<file path="src/rtl/mdu_sequencer.sv">
// Multi-cycle RV32M multiply/divide sequencer for the execute stage.
// Multiplies take two cycles; divides use a 32-step restoring divider.
module mdu_sequencer (
  input  logic        CLK,
  input  logic        RESET_N,
  input  logic        START,
  input  logic [4:0]  SELECT,
  input  logic [31:0] DATA1,
  input  logic [31:0] DATA2,
  input  logic        FLUSH,
  output logic        BUSY,
  output logic        DONE,
  output logic [31:0] RESULT
);

  typedef enum logic [2:0] {
    S_IDLE,
    S_MUL,
    S_DIV,
    S_FIX,
    S_DONE
  } state_t;

  state_t      state_q, state_d;
  logic [2:0]  func3_q, func3_d;
  logic [31:0] op_a_q, op_a_d;
  logic [31:0] op_b_q, op_b_d;
  logic [31:0] rem_q, rem_d;
  logic [5:0]  cnt_q, cnt_d;
  logic        neg_quo_q, neg_quo_d;
  logic        neg_rem_q, neg_rem_d;
  logic [31:0] result_q, result_d;
  logic        busy_q, busy_d;
  logic        done_q, done_d;

  logic        start_signed;
  logic [31:0] abs_a, abs_b;
  logic        mul_a_sext, mul_b_sext;
  logic [63:0] mul_a, mul_b, product;
  logic [32:0] trial;
  logic [31:0] quo_fix, rem_fix;
  logic        select_unused;

  // func7[5] is always zero for M ops and carries no information here.
  assign select_unused = SELECT[0];

  assign start_signed = ~SELECT[2];
  assign abs_a = (start_signed && DATA1[31]) ? -DATA1 : DATA1;
  assign abs_b = (start_signed && DATA2[31]) ? -DATA2 : DATA2;

  assign mul_a_sext = (func3_q == 3'b001) || (func3_q == 3'b010);
  assign mul_b_sext = (func3_q == 3'b001);
  assign mul_a      = {{32{mul_a_sext & op_a_q[31]}}, op_a_q};
  assign mul_b      = {{32{mul_b_sext & op_b_q[31]}}, op_b_q};
  assign product    = mul_a * mul_b;

  // During DIV, op_a holds the shifting quotient and op_b the divisor magnitude.
  assign trial   = {1'b0, rem_q[31:0], op_a_q[31]} - {2'b00, op_b_q};
  assign quo_fix = neg_quo_q ? -op_a_q : op_a_q;
  assign rem_fix = neg_rem_q ? -rem_q : rem_q;

  always_comb begin
    state_d   = state_q;
    func3_d   = func3_q;
    op_a_d    = op_a_q;
    op_b_d    = op_b_q;
    rem_d     = rem_q;
    cnt_d     = cnt_q;
    neg_quo_d = neg_quo_q;
    neg_rem_d = neg_rem_q;
    result_d  = result_q;

    case (state_q)
      S_IDLE: begin
        if (START) begin
          func3_d   = SELECT[4:2];
          op_a_d    = DATA1;
          op_b_d    = DATA2;
          rem_d     = '0;
          cnt_d     = '0;
          neg_quo_d = start_signed & (DATA1[31] ^ DATA2[31]);
          neg_rem_d = start_signed & DATA1[31];
          if (!SELECT[1]) begin
            result_d = '0;
            state_d  = S_DONE;
          end else if (!SELECT[4]) begin
            state_d = S_MUL;
          end else if (DATA2 == 32'h0) begin
            result_d = SELECT[3] ? DATA1 : 32'hFFFF_FFFF;
            state_d  = S_DONE;
          end else if (start_signed && DATA1 == 32'h8000_0000 &&
                       DATA2 == 32'hFFFF_FFFF) begin
            result_d = SELECT[3] ? 32'h0 : 32'h8000_0000;
            state_d  = S_DONE;
          end else begin
            op_a_d  = abs_a;
            op_b_d  = abs_b;
            state_d = S_DIV;
          end
        end
      end
      S_MUL: begin
        result_d = (func3_q == 3'b000) ? product[31:0] : product[63:32];
        state_d  = S_DONE;
      end
      S_DIV: begin
        if (!trial[32]) begin
          rem_d  = trial[31:0];
          op_a_d = {op_a_q[30:0], 1'b1};
        end else begin
          rem_d  = {rem_q[30:0], op_a_q[31]};
          op_a_d = {op_a_q[30:0], 1'b0};
        end
        cnt_d = cnt_q + 6'd1;
        if (cnt_q == 6'd31) begin
          state_d = S_FIX;
        end
      end
      S_FIX: begin
        result_d = func3_q[1] ? rem_fix : quo_fix;
        state_d  = S_DONE;
      end
      S_DONE: begin
        state_d = S_IDLE;
      end
      default: begin
        state_d = S_IDLE;
      end
    endcase

    // A squash wins over everything, including a same-cycle START.
    if (FLUSH) begin
      state_d  = S_IDLE;
      result_d = result_q;
    end
  end

  assign busy_d = (state_d != S_IDLE);
  assign done_d = (state_d == S_DONE);

  always_ff @(posedge CLK or negedge RESET_N) begin
    if (!RESET_N) begin
      state_q   <= S_IDLE;
      func3_q   <= '0;
      op_a_q    <= '0;
      op_b_q    <= '0;
      rem_q     <= '0;
      cnt_q     <= '0;
      neg_quo_q <= 1'b0;
      neg_rem_q <= 1'b0;
      result_q  <= '0;
      busy_q    <= 1'b0;
      done_q    <= 1'b0;
    end else begin
      state_q   <= state_d;
      func3_q   <= func3_d;
      op_a_q    <= op_a_d;
      op_b_q    <= op_b_d;
      rem_q     <= rem_d;
      cnt_q     <= cnt_d;
      neg_quo_q <= neg_quo_d;
      neg_rem_q <= neg_rem_d;
      result_q  <= result_d;
      busy_q    <= busy_d;
      done_q    <= done_d;
    end
  end

  assign BUSY   = busy_q;
  assign DONE   = done_q;
  assign RESULT = result_q;

endmodule

</file>
<file path="config.mk">
export PLATFORM = sky130hd
export DESIGN_NAME = mdu_sequencer
export DESIGN_NICKNAME = d
export VERILOG_FILES = /design/src/rtl/mdu_sequencer.sv
export SDC_FILE = /design/constraint.sdc
export NUM_CORES = 2
export LEC_CHECK = 0
export CAP_MARGIN = 20
export CORE_AREA = 2 2 286 501
export CTS_CLUSTER_SIZE = 20
export DETAILED_ROUTE_END_ITERATION = 8
export DIE_AREA = 0 0 288 503
export PLACE_DENSITY_LB_ADDON = 0.05
export SLEW_MARGIN = 10
export SYNTH_ARGS = -nofsm -noshare
export SYNTH_HDL_FRONTEND = slang
export SYNTH_SLANG_ARGS = --single-unit
</file>
<file path="constraint.sdc">
create_clock -name CLK -period 10.7 [get_ports CLK]
set_clock_uncertainty 0.2 [all_clocks]
set_input_delay 2.14 -clock CLK [delete_from_list [all_inputs] [get_ports CLK]]
set_output_delay 2.14 -clock CLK [all_outputs]
set_load 0.01 [all_outputs]
</file>
==> flow_metrics.py <==
metrics = {
    "die": {
        "die_w_um": 288,
        "die_area_mm2": 0.145,
        "start_util": 0.348,
        "rows": 183,
        "top_level_ports": 107,
        "die_h_um": 503,
        "core_area_mm2": 0.141,
    },
    "critical_path": {
        "slowest_stage": "nor4_1",
        "path_class": "reg2reg",
        "endpoint_kind": "flip-flop",
        "cpMostUsedCell": "fa_1",
        "crit_fanout": 9,
        "critPathLaunchType": "flip-flop",
        "worstPathArrival_ps": 10240,
        "cpPeakStageDelay_ps": 650,
        "required_ps": 10910,
    },
    "global_routing": {
        "grt_pass1_vias": 43200,
        "overflow": 0,
        "antenna_found_initial": 7,
        "grt_usage": 0.277,
        "grt_pass1_wl_um": 289000,
        "grt_max_degree": 89,
    },
    "synthesis": {
        "synth_cell_types": 74,
        "syn_area_mm2": 0.0490,
        "synth_xor_area_frac": 0.0400,
        "synth-main-ff-cell": "dfrtp_1",
        "syn_avg_cell_area_um2": 8.70,
        "yosysTopAreaCell": "fa_1",
        "synth-compound-area-share": 0.0843,
        "synth-edff-count": 0,
        "ys_warn_count": 0,
        "postSynth.asyncResetShare": 1.00,
        "synthAdderAreaFrac": 0.524,
        "netlist.area_leader.share": 0.460,
        "ys_ff_latch": 144,
        "syn_inst": 5636,
        "synth.mux.area_fraction": 0.00592,
        "synth_top_family_by_area": "adder cells",
        "syn-num-nets": 7086,
        "synthTopCellsByArea": "fa_1 46%, inv_1 9.4%, dfrtp_1 7.4%",
        "yosysSeqAreaShare": 0.0735,
        "synth-simple-area-share": 0.152,
    },
    "route": {
        "wire_per_inst_um": 26.0,
        "drtIter0Drc": 2102,
        "drt-vias-per-instance": 5.15,
        "wl_met3_um": 5930,
        "drt_first_pass_iters": 7,
        "met2_length_um": 107000,
        "drt_wl_total_um": 194000,
        "antenna_left": 0,
        "via_count": 38335,
        "top_layer": "met5",
        "wl_met1_um": 67900,
        "drc": 0,
    },
    "clock_network": {
        "tritoncts": "done",
        "cts_sinks": 144,
        "cts.repair.resized": 0,
        "post_cts_buffers": 0,
        "ctsLongestPathBuffers": 2,
        "hold_buffers": 0,
        "root_buffer": "clkbuf_16",
        "clock_latency_ps": 470,
        "htreeDepth": 4,
        "clk_pin_slew_ps": 70,
        "numCtsBuffers": 17,
    },
    "timing": {
        "hold_viol": 0,
        "fmax_mhz": 99.7,
        "fin_setup_tns_ps": 0,
        "fin_crit_sh": 0.937,
        "max_slew.worst_pin.slew_ps": 1170,
        "finalSetupViolCount": 0,
        "slew_headroom": 0.218,
        "maxSlewViolCount": 0,
        "rsz0062_at_grt": "no",
        "min_period_ps": 10030,
    },
    "layout": {
        "layout-drive-gt1-share": 0.0435,
        "areaGrowthSynthToFinish_pct": 8.28,
        "num-nets-final": 7024,
        "multi_input_area_mm2": 0.0395,
        "fin_util": 0.376,
        "area.sequential_mm2": 0.00362,
        "fillers": 15116,
    },
    "placement": {
        "finalWeightedCongestion": 0.937,
        "io_buffer_count": 105,
        "place_hpwl_um": 162000,
    },
    "run": {
        "max_cap_violations": 0,
    },
    "worst_hold_path": {
        "holdCritPathClass": "reg2reg",
    },
    "outcome": {
        "status": "complete, no violations",
    },
}
## cell usage in the layout (no fill, tap or decap), types with 104 or more instances in the layout
| cell type | Yosys | layout |
|---|---|---|
| inv_1 | 1224 | 1224 |
| fa_1 | 1126 | 1126 |
| nand2_1 | 959 | 959 |
| and2_1 | 266 | 265 |
| ha_1 | 251 | 251 |
| o21ai_0 | 213 | 213 |
| nor2_1 | 156 | 155 |
| buf_4 | 0 | 145 |
| a21oi_1 | 137 | 137 |
| dfrtp_1 | 144 | 131 |
| xnor2_1 | 117 | 116 |
| xor2_1 | 107 | 107 |
| clkdlybuf4s50_1 | 0 | 104 |
## worst paths after layout
path | start | end | slack (ps) | depth (start not counted)
max | func3_q[0] | RESULT[31] | 670 | 29
min | cnt_q[5] | cnt_q[5] | 290 | 1
max reg2reg | func3_q[0] | RESULT[31] | 670 | 29
min reg2reg | cnt_q[5] | cnt_q[5] | 290 | 1
max in group asynchronous | RESET_N | op_b_q[7] | 7510 | 2
min in group asynchronous | RESET_N | RESULT[19] | 1430 | 1
## per-stage QoR
step           cell area (um^2)  hold WS (ps)  setup WS [ps]  cells
3_5_place_dp              52500           275            611   7404
5_1_grt                   53100           295            104   7437
6_report                  53100           289            669   7442
4_1_cts                   53100           289            548   7436
3_3_place_gp              52400           263            433   7398
2_1_floorplan             49000           243           1720   5636
## synthesized netlist by cell type (5+ instances only)
cell / n
nor2b_1: 35
fa_1: 1126
o21ai_0: 213
a221o_1: 7
nand4_1: 28
o221ai_1: 14
a221oi_1: 6
nand3_1: 31
o21a_1: 11
nor3_1: 22
ha_1: 251
clkbuf_1: 284
a31oi_1: 24
nand2_1: 959
or3_1: 23
a2111oi_0: 5
o22ai_1: 9
and3_1: 8
a32oi_1: 6
o211ai_1: 20
o21ai_1: 16
a21o_1: 45
buf_2: 13
a21oi_1: 137
nor4b_1: 5
nand2b_1: 23
o41ai_1: 12
and2_1: 266
or2_2: 20
or4_1: 15
mux2i_1: 29
buf_1: 46
xor2_1: 107
nor4_1: 18
inv_1: 1224
dfrtp_1: 144
a22oi_1: 33
nor2_1: 156
a21boi_0: 7
o31ai_1: 41
o21bai_1: 10
a211oi_1: 14
xnor2_1: 117
## cell type report
type / count / area share
multi-input cells: 3920 / 0.745
inverters: 1226 / 0.0867
flip-flops and latches: 144 / 0.0682
repair buffers: 265 / 0.0461
well taps: 1850 / 0.0436
clock buffers: 20 / 0.00842
clock inverters: 12 / 0.00205
diodes: 5 / 0.000236
## per-layer routing
| layer | vias up | track usage |
|---|---|---|
| met5 | - | 0 |
| met4 | 4 | 0.151 |
| met3 | 291 | 0.0212 |
| met2 | 840 | 0.533 |
| met1 | 20416 | 0.296 |
| li1 | 16784 | - |
## registers in the layout (all words and copies together), names as in the netlist, 3 cells and up
register	count
rem_q	32
op_b_q	32
func3_q	3
op_a_q	32
cnt_q	6
RESULT	32
state_q	3
## worst max-delay path: cells and delay by family, from the launching register on
kind | cells | cell delay [ps]
AOI/OAI and AO/OA | 6 | 1480
xor gates and xnor gates | 1 | 190
adders and majority gates | 9 | 4570
buffers and inverters | 7 | 1020
DFF | 1 | 480
and+or+nand+nor | 6 | 2000
## cell families (layout without fill, tap and decap cells)
group	Yosys count	after routing
and+or+nand+nor	1630	1630
buffers and inverters	1572	1523
adders and majority gates	1377	1377
AOI/OAI and AO/OA	660	660
xor gates and xnor gates	224	224
DFF	144	144
muxes	29	29
other	0	5
Power is not shown: default switching activity piles up to over one toggle a cycle in this logic, so the estimate is an artifact.
